===== config.mk =====
export PLATFORM = sky130hd
export DESIGN_NAME = rsa_xcel_client
export DESIGN_NICKNAME = d
export VERILOG_FILES = /design/src/rtl/rsa_xcel_pkg.sv /design/src/rtl/rsa_xcel_client.sv
export SDC_FILE = /design/constraint.sdc
export NUM_CORES = 1
export LEC_CHECK = 0
export ABC_CLOCK_PERIOD_IN_PS = 6400
export CORE_MARGIN = 2
export CORE_UTILIZATION = 45
export DETAILED_ROUTE_END_ITERATION = 8
export GPL_TIMING_DRIVEN = 0
export PLACE_DENSITY_LB_ADDON = 0.25
export SYNTH_ARGS = -nofsm -noshare
export SYNTH_HDL_FRONTEND = slang
export SYNTH_SLANG_ARGS = --single-unit

===== constraint.sdc =====
create_clock -name clk -period 6.4 [get_ports clk]
set_clock_uncertainty 0.2 [all_clocks]
set_input_delay 1.28 -clock clk [delete_from_list [all_inputs] [get_ports clk]]
set_output_delay 1.28 -clock clk [all_outputs]
set_load 0.005 [all_outputs]

===== src/rtl/rsa_xcel_pkg.sv =====
// Shared definitions for the RSA accelerator client: xcel message formats,
// accelerator register map and the transaction step count.
package rsa_xcel_pkg;

  typedef struct packed {
    logic [7:0]  opaque;
    logic        msg_type;
    logic [4:0]  addr;
    logic [31:0] data;
  } xcel_req_t;

  typedef struct packed {
    logic [7:0]  opaque;
    logic        msg_type;
    logic [31:0] data;
  } xcel_resp_t;

  typedef enum logic [1:0] {
    IDLE,
    REQ,
    RESP,
    DONE
  } state_t;

  localparam logic       XCEL_TYPE_READ  = 1'b0;
  localparam logic       XCEL_TYPE_WRITE = 1'b1;

  localparam logic [4:0] RSA_XR_GO   = 5'd0;
  localparam logic [4:0] RSA_XR_BASE = 5'd1;
  localparam logic [4:0] RSA_XR_EXP  = 5'd2;
  localparam logic [4:0] RSA_XR_MOD  = 5'd3;

  localparam logic [2:0] RSA_NUM_STEPS = 3'd5;

  // Simulation-only trace of one cycle; requests and responses appear only on fire.
  function automatic string line_trace(state_t st, logic [2:0] step,
                                       xcel_req_t req, logic req_fire,
                                       xcel_resp_t resp, logic resp_fire);
    string rq;
    string rs;
    rq = "";
    rs = "";
    if (req_fire)
      rq = $sformatf("%s:%0h:%0h:%0h", (req.msg_type == XCEL_TYPE_WRITE) ? "wr" : "rd",
                     req.opaque, req.addr, req.data);
    if (resp_fire)
      rs = $sformatf("%s:%0h:%0h", (resp.msg_type == XCEL_TYPE_WRITE) ? "wr" : "rd",
                     resp.opaque, resp.data);
    return $sformatf("%-4s s%0d |%-20s|%-14s", st.name(), step, rq, rs);
  endfunction

endpackage


===== src/rtl/rsa_xcel_client.sv =====
// Initiator-side driver for the RSA modexp accelerator: writes base, exponent,
// modulus and go, then reads the result back and returns it on the output stream.
module rsa_xcel_client
  import rsa_xcel_pkg::*;
(
  input  logic        clk,
  input  logic        reset,

  input  logic [95:0] istream_msg,
  input  logic        istream_val,
  output logic        istream_rdy,

  output logic [31:0] ostream_msg,
  output logic        ostream_val,
  input  logic        ostream_rdy,

  output xcel_req_t   xcel_reqstream_msg,
  output logic        xcel_reqstream_val,
  input  logic        xcel_reqstream_rdy,

  input  xcel_resp_t  xcel_respstream_msg,
  input  logic        xcel_respstream_val,
  output logic        xcel_respstream_rdy,

  output logic        error
);

  state_t      state_q, state_d;
  logic [2:0]  step_q, step_d;
  logic [31:0] base_q, base_d;
  logic [31:0] exp_q, exp_d;
  logic [31:0] mod_q, mod_d;
  logic [31:0] result_q, result_d;
  logic        error_q, error_d;
  xcel_req_t   req_msg;
  logic        resp_mismatch;

  always_ff @(posedge clk or posedge reset) begin
    if (reset) begin
      state_q  <= IDLE;
      step_q   <= 3'd0;
      base_q   <= 32'd0;
      exp_q    <= 32'd0;
      mod_q    <= 32'd0;
      result_q <= 32'd0;
      error_q  <= 1'b0;
    end else begin
      state_q  <= state_d;
      step_q   <= step_d;
      base_q   <= base_d;
      exp_q    <= exp_d;
      mod_q    <= mod_d;
      result_q <= result_d;
      error_q  <= error_d;
    end
  end

  // The request is a pure function of the step and latched operands, so it
  // stays stable for as long as the accelerator stalls it.
  always_comb begin
    req_msg.opaque = {5'd0, step_q};
    case (step_q)
      3'd0: begin
        req_msg.msg_type = XCEL_TYPE_WRITE;
        req_msg.addr     = RSA_XR_BASE;
        req_msg.data     = base_q;
      end
      3'd1: begin
        req_msg.msg_type = XCEL_TYPE_WRITE;
        req_msg.addr     = RSA_XR_EXP;
        req_msg.data     = exp_q;
      end
      3'd2: begin
        req_msg.msg_type = XCEL_TYPE_WRITE;
        req_msg.addr     = RSA_XR_MOD;
        req_msg.data     = mod_q;
      end
      3'd3: begin
        req_msg.msg_type = XCEL_TYPE_WRITE;
        req_msg.addr     = RSA_XR_GO;
        req_msg.data     = 32'd1;
      end
      default: begin
        req_msg.msg_type = XCEL_TYPE_READ;
        req_msg.addr     = RSA_XR_GO;
        req_msg.data     = 32'd0;
      end
    endcase
  end

  assign resp_mismatch = (xcel_respstream_msg.opaque != req_msg.opaque) ||
                         (xcel_respstream_msg.msg_type != req_msg.msg_type);

  always_comb begin
    state_d  = state_q;
    step_d   = step_q;
    base_d   = base_q;
    exp_d    = exp_q;
    mod_d    = mod_q;
    result_d = result_q;
    error_d  = error_q;
    case (state_q)
      IDLE: begin
        if (istream_val) begin
          base_d  = istream_msg[95:64];
          exp_d   = istream_msg[63:32];
          mod_d   = istream_msg[31:0];
          step_d  = 3'd0;
          state_d = REQ;
        end
      end
      REQ: begin
        if (xcel_reqstream_rdy) state_d = RESP;
      end
      RESP: begin
        if (xcel_respstream_val) begin
          if (resp_mismatch) error_d = 1'b1;
          if (step_q == RSA_NUM_STEPS - 3'd1) begin
            result_d = xcel_respstream_msg.data;
            state_d  = DONE;
          end else begin
            step_d  = step_q + 3'd1;
            state_d = REQ;
          end
        end
      end
      DONE: begin
        if (ostream_rdy) state_d = IDLE;
      end
      default: state_d = IDLE;
    endcase
  end

  assign istream_rdy         = (state_q == IDLE);
  assign xcel_reqstream_val  = (state_q == REQ);
  assign xcel_respstream_rdy = (state_q == RESP);
  assign ostream_val         = (state_q == DONE);
  assign xcel_reqstream_msg  = req_msg;
  assign ostream_msg         = result_q;
  assign error               = error_q;

endmodule

# Word-level counts from Yosys, hierarchy flattened
# Index checks and enable logic that the tools add are counted.
# op_classes
addsub	1
eq_ne	14
n_mux	11
reduce_logical	9
# ops
cell	count
$pmux 38 s4	1
$mux 2	5
$mux 3	3
$ne 8x3->1	1
$pmux 2 s4	1
$reduce_and 4->1	2
$eq 3x2->1 const B	2
$ne 2x2->1 const B	3
$pmux 3 s2	1
$reduce_and 3->1	2
$eq 2x2->1 const B	2
$ne 2x1->1 const B	2
$add 3x1->3 const B	1
$eq 3x1->1 const B	1
$eq 3x3->1 const B	1
$logic_not 3->1	1
$eq 2x1->1 const B	1
$logic_not 2->1	1
$reduce_and 2->1	1
$reduce_bool 2->1	1
$logic_or 1x1->1	1
$ne 1x1->1	1
# totals
reg_bits	134
output_inout_bits	83
wordCells	42

# Depth between registers and ports, before layout
# Gate-level depths: netlist of run 1.
# depth
depth_word	5
depth_mapped	7
ltp_nobuf	6

# Worst setup path after synthesis of run 1
# No wires, ideal clock.
# synth_timing
kind	reg-to-output
startpoint	reg step_q[1]
endpoint	out xcel_reqstream_msg[15] in the netlist's numbering
t_arrival_ns	1.466
required_ns	4.920
slack_ns	3.454
stages_incl_launch_ff	8
cell_sequence	dfrtp_1 inv_1 ha_1 nor2b_1 clkbuf_1 clkbuf_1 a22oi_1 nand2_1
# synth_lines
item	line_no	text
start, declared	rsa_xcel_client.sv:29	logic [2:0] step_q, step_d;
start signal, assigned	rsa_xcel_client.sv:49	step_q <= step_d;
end, declared	rsa_xcel_client.sv:17	output xcel_req_t xcel_reqstream_msg,

==> flow_summary.ini, run 1 <==
[finish]
final_nets = 836
fin_area_mm2 = 0.00902
drive_gt1_frac = 0.265
final_cells = 874
multi_input_area_mm2 = 0.00243
area.growth.synth_to_final_pct = 49.9
seq_area_mm2 = 0.00335
diodes = 0
num-fill-cells = 1000
postLayoutCoreUtil = 0.686

[power]
ir_drop_v = 0.000299
p_per_area_mw_per_mm2 = 479
leakage_nw = 3.99
fin_total_pwr_w = 0.00432

[critical_path]
cp-start-kind = register
r2r_cells = 6
crit_arrival_ps = 2940
required_ps = 4920
worstPathMaxFanout = 10
worst-path-stages = 7
crit_chain = inv_1 -> ha_1 -> nor2b_1 -> clkbuf_1 -> a22oi_1 -> nand2_1 -> clkdlybuf4s50_1
crit_family = buffers and inverters
path_buf_inv = 3
crit_type = reg -> out
cpMaxStageDelayCell = clkdlybuf4s50_1
cp_slowest_stage_delay_ps = 520
critPathCaptureType = primary output

[floorplanning]
die_area_mm2 = 0.0143
num_rows = 42
die_w_um = 120
pin_count = 226
core_area_mm2 = 0.0131
die_h_um = 120
initial_core_util = 0.458

[hold_path]
hold_class = reg -> reg
hold_depth = 1

[grt]
antenna_found_initial = 0
grt_pass1_wl_mm = 24.7
overflow = 0
first_global_vias = 4700
grt_max_degree = 69
track_usage = 0.225

[synth]
yosysUniqueCellTypes = 33
synth_seq_area_share = 0.557
synth_top_cell_by_area = dfrtp_1
synth-xor-area-share = 0.00582
synth_top_cell_area_share = 0.557
muxShareOfSynthArea = 0.268
synth_top_family_by_area = multiplexers
synth_compound_gate_area_share = 0.0512
ys_seq_elements = 134
synthSimpleGateAreaFrac = 0.0640
synthTopCellsByArea = dfrtp_1 (56%), mux2_2 (16%), mux2_4 (10%)
synth_area_mm2 = 0.00602
syn_inst = 444
syn_area_per_cell_um2 = 13.6
yosysWarnings = 0
synthAdderAreaFrac = 0.0104

[flow_run]
maxCapViolCount = 0

[timing]
max_slew_margin = 0.586
maxSlewViolCount = 0
hold_viol = 0
setup_violations = 0
timing.fmax_mhz = 226
rsz0062_at_grt = false
period_share = 0.691
worst_pin_slew_ps = 622
post-route-min-period_ps = 4420

[placed_design]
dp.cells = 845
dpl_cell_area_mm2 = 0.00847
dp_hpwl_mm = 11.3
port_buffers = 217
gp_congestion = 0.780

[cts]
cts_tree = yes
cts_buffers = 17
path_clk_slew_ps = 50
htree_num_levels = 4
cts.sinks = 134
clock-root-buffer = clkbuf_16
cts_setup_buffers = 0
ctsLongestPathBuffers = 2
clk_latency_ps = 410
cts.repair.resized = 0
hold_buffers = 0

[detailed_routing]
vias = 4404
drt_iter0_markers = 223
antenna_left = 0
avgViaCountPerCell = 5.04
dr.pass1.iters = 4
avgRoutedWirePerCell_um = 17.8
routed_wl_mm = 15.6
drc = 0

[outcome]
outcome = finished clean
cells by family (layout without fill, tap and decap cells):
group	after synthesis	in the layout
DFF	134	134
muxes	130	130
and+or+nand+nor	87	87
AOI/OAI and AO/OA	43	43
buffers and inverters	40	287
adders and majority gates	5	5
xor gates and xnor gates	4	4
other	1	8
per-layer routing:
layer,global-route usage,part of all wire,up-vias
li1,-,-,2021
met1,0.269,0.40,2223
met4,0.0831,0.019,0
met5,0,0,-
met2,0.390,0.52,135
met3,0.0585,0.058,25
layout by cell type, fill, tap and decap left out, types with 2 or more instances in the layout:
cell type,instances
clkdlybuf4s50_1,217
dfrtp_1,134
mux2_2,87
nand2_1,69
mux2_4,40
a22oi_1,31
clkbuf_16,17
clkbuf_1,14
buf_6,9
buf_2,8
buf_4,8
conb_1,8
ha_1,5
clkbuf_8,5
nor2b_1,4
o21ai_0,4
xnor2_1,4
inv_1,3
a21oi_1,3
clkinv_2,3
o21bai_1,2
or2_2,2
o211ai_1,2
nand3_1,2
mux2i_1,2
synthesized netlist by cell type:
cell and number:
buf_6 9, mux2i_1 2, a22oi_1 31, nor2b_4 1, inv_1 4, o21bai_1 2
buf_4 8, nor2b_1 4, and2_4 1, ha_1 5, dfrtp_1 134, clkbuf_1 11
mux2_1 1, or4b_1 1, o211ai_1 2, or4_1 1, buf_2 8, a222oi_1 1
conb_1 1, and2_1 1, nor2_4 1, or2_2 2, a21oi_1 3, nand2b_1 1
nor2_1 1, mux2_4 40, nand2_1 69, xnor2_1 4, nor3_1 1, nand3_1 2
o21ai_0 4, nor4_1 1, mux2_2 87
worst paths after layout:
| kind | from | to | slack [ps] |
|---|---|---|---|
| worst max-delay path | step_q[0]$_DFFE_PP0P_ | xcel_reqstream_msg[30] | 1980 |
| worst min-delay path | ostream_msg[20]$_DFFE_PP0P_ | ostream_msg[20]$_DFFE_PP0P_ | 290 |
| worst max register to register | step_q[0]$_DFFE_PP0P_ | ostream_msg[11]$_DFFE_PP0P_ | 4390 |
| worst min register to register | ostream_msg[20]$_DFFE_PP0P_ | ostream_msg[20]$_DFFE_PP0P_ | 290 |
| max in group asynchronous | reset | exp_q[20]$_DFFE_PP0P_ | 4140 |
| min in group asynchronous | reset | ostream_msg[9]$_DFFE_PP0P_ | 1110 |
metrics by stage:
step	hold WS (ps)	setup TNS [ps]	setup slack (ps)
after global routing	314	0	1790
after detailed placement	280	0	2450
after global placement	266	-58680	-445
final	287	0	1980
after CTS	292	0	1990
after floorplan	280	0	1340
cell type report:
| type | instances | area share |
|---|---|---|
| multi-input cells | 277 | 0.270 |
| flip-flops and latches | 134 | 0.372 |
| well taps | 176 | 0.0244 |
| clock buffers | 25 | 0.0560 |
| plain buffers | 36 | 0.0269 |
| repair buffers | 218 | 0.244 |
| inverters | 4 | 0.00222 |
| clock inverters | 4 | 0.00499 |
registers in the layout, indices dropped and copies added (netlist names):
| name | cells |
|---|---|
| step_q | 3 |
| error | 1 |
| ostream_msg | 32 |
| base_q | 32 |
| exp_q | 32 |
| mod_q | 32 |
| state_q | 2 |
report_power, final:
group          leakage, nW  switching (W)  internal, W
Clock                0.275       0.000335     0.000577
Combinational         2.07       0.000677      0.00122
Sequential            1.65       0.000232      0.00128
No activity file was read; power rests on OpenSTA's default activity.
==> run 2: changes to the inputs <==
ABC_CLOCK_PERIOD_IN_PS = 4500   (was 6400)
clock period = 4.5 ns   (was 6.4 ns; I/O delays follow)
==> run 2 against run 1 <==
  * Core utilization rose by 0.69 points
  * Largest cell class unchanged
  * Register-to-register slack got worse by 1900 ps
  * Final cell count rose by 0.57%
  * Largest power group unchanged
==> flow_summary.ini, run 2 (same netlist as run 1, synthesis figures left out) <==
[critical_path]
path_buf_inv = 4
crit_type = reg -> out
cp-start-kind = register
crit_family = buffers and inverters
cp_slowest_stage_delay_ps = 500
worstPathMaxFanout = 10
r2r_cells = 6
r2r-start = step_q[1]$_DFFE_PP0P_
crit_path_frequent_cell = clkbuf_1
critPathCaptureType = primary output
reg2reg_to = ostream_msg[18]$_DFFE_PP0P_
required_ps = 3400
crit_chain = inv_1 -> ha_1 -> nor2b_1 -> clkbuf_1 -> clkbuf_1 -> a22oi_1 -> nand2_1 -> clkdlybuf4s50_1
crit_arrival_ps = 2940
cpMaxStageDelayCell = clkdlybuf4s50_1
r2r_slack_ps = 2460

[timing]
timing.fmax_mhz = 248
period_share = 0.897
maxSlewViolCount = 0
setup_violations = 0
hold_viol = 0
finalSetupTns_ps = 0
rsz0062_at_grt = false
max_slew_margin = 0.583
post-route-min-period_ps = 4040
worst_pin_slew_ps = 624
hold_slack_ps = 300

[finish]
final_nets = 838
num-fill-cells = 993
final_common_cell = clkdlybuf4s50_1
drive_gt1_frac = 0.273
mostFrequentLayoutCells = clkdlybuf4s50_1 (217), dfrtp_1 (134), mux2_2 (87)
area.growth.synth_to_final_pct = 51.4
diodes = 0

[placed_design]
gp_congestion = 0.733
port_buffers = 217
dp_hpwl_mm = 11.4

[hold_path]
hold_class = reg -> reg
hold_depth = 1
hp-start = ostream_msg[20]$_DFFE_PP0P_
min_to = ostream_msg[20]$_DFFE_PP0P_

[cts]
cts_tree = yes
clk_latency_ps = 410
clock-root-buffer = clkbuf_16
cts_buffers = 17
path_clk_slew_ps = 60
htree_num_levels = 4
cts.repair.resized = 0
hold_buffers = 0
cts_setup_buffers = 0
ctsLongestPathBuffers = 2
cts.sinks = 134

[grt]
first_global_vias = 4755
grt_pass1_wl_mm = 25.0
antenna_found_initial = 0
track_usage = 0.228
overflow = 0
grt_max_degree = 44

[detailed_routing]
routed_wl_mm = 15.7
dr.pass1.iters = 4
avgViaCountPerCell = 4.98
antenna_left = 0
vias = 4381
drc = 0
drt_iter0_markers = 221
avgRoutedWirePerCell_um = 17.9

[power]
ir_drop_v = 0.000317
p_per_area_mw_per_mm2 = 687
leakage_nw = 4.04

[floorplanning]
die_w_um = 120
core_area_mm2 = 0.0131
num_rows = 42
die_h_um = 120
pin_count = 226
initial_core_util = 0.458
die_area_mm2 = 0.0143

[outcome]
outcome = finished clean

[flow_run]
maxCapViolCount = 0
## run 2: cell count changes in the layout (fill, tap and decap cells not counted), sizes merged
cell	before	now
clkinv	3	7
bufinv	1	3
clkinvlp	0	1
clkbuf	36	33
buf	26	28
inv	4	3
## run 2: cell type report
| type | instances | area [um^2] | area share |
|---|---|---|---|
| Sequential cell | 134 | 3350 | 0.368 |
| Multi-Input combinational cell | 277 | 2430 | 0.267 |
| Timing Repair Buffer | 220 | 2230 | 0.245 |
| Clock buffer | 22 | 484 | 0.0532 |
| Buffer | 36 | 243 | 0.0266 |
| Tap cell | 176 | 220 | 0.0242 |
| Clock inverter | 10 | 125 | 0.0137 |
| Inverter | 4 | 18.8 | 0.00206 |
## run 2: layer usage
layer	vias to the layer above	track usage	wire length, um
met4	0	0.0699	272
met1	2208	0.275	6350
met3	19	0.0775	1100
met5	-	0	0
li1	2019	-	-
met2	135	0.385	8000
## run 2: worst max path at each step
| stage | from | to | slack (ps) | cells after the start |
|---|---|---|---|---|
| after global routing | step_q[1]$_DFFE_PP0P_ | xcel_reqstream_msg[15] | 180 | 8 |
| after detailed placement | step_q[1]$_DFFE_PP0P_ | xcel_reqstream_msg[20] | 900 | 8 |
| after CTS | step_q[1]$_DFFE_PP0P_ | xcel_reqstream_msg[15] | 360 | 8 |
| after global placement | reset | mod_q[20]$_DFFE_PP0P_ | 570 | 2 |
| after floorplan | reset | base_q[0]$_DFFE_PP0P_ | 1730 | 1 |
| final | step_q[1]$_DFFE_PP0P_ | xcel_reqstream_msg[15] | 460 | 8 |
## run 2: worst reg2reg max path, cell delays in order (launching register included)
cell and delay [ps]:
dfrtp_1 460, inv_1 140, ha_1 230, nand2_1 150, nor2_4 200, buf_6 180, mux2_2 360
## run 2: per-stage QoR
step	std cells	utilization	total power [W]	setup WS, ps	cell area, um^2
after global routing	879	0.693	0.00663	182	9110
after CTS	879	0.693	0.00632	362	9110
after detailed placement	847	0.647	0.00486	899	8500
final	879	0.693	0.00626	464	9110
after global placement	844	0.642	0.00477	569	8440
after floorplan	451	-	0.00352	1730	6050
## run 2: where the power goes
| group | total [W] | switching [W] | internal (W) |
|---|---|---|---|
| combinational | 0.00269 | 0.000956 | 0.00174 |
| sequential | 0.00215 | 0.000334 | 0.00182 |
| clock | 0.00141 | 0.000491 | 0.000923 |
| total | 0.00626 | 0.00178 | 0.00448 |
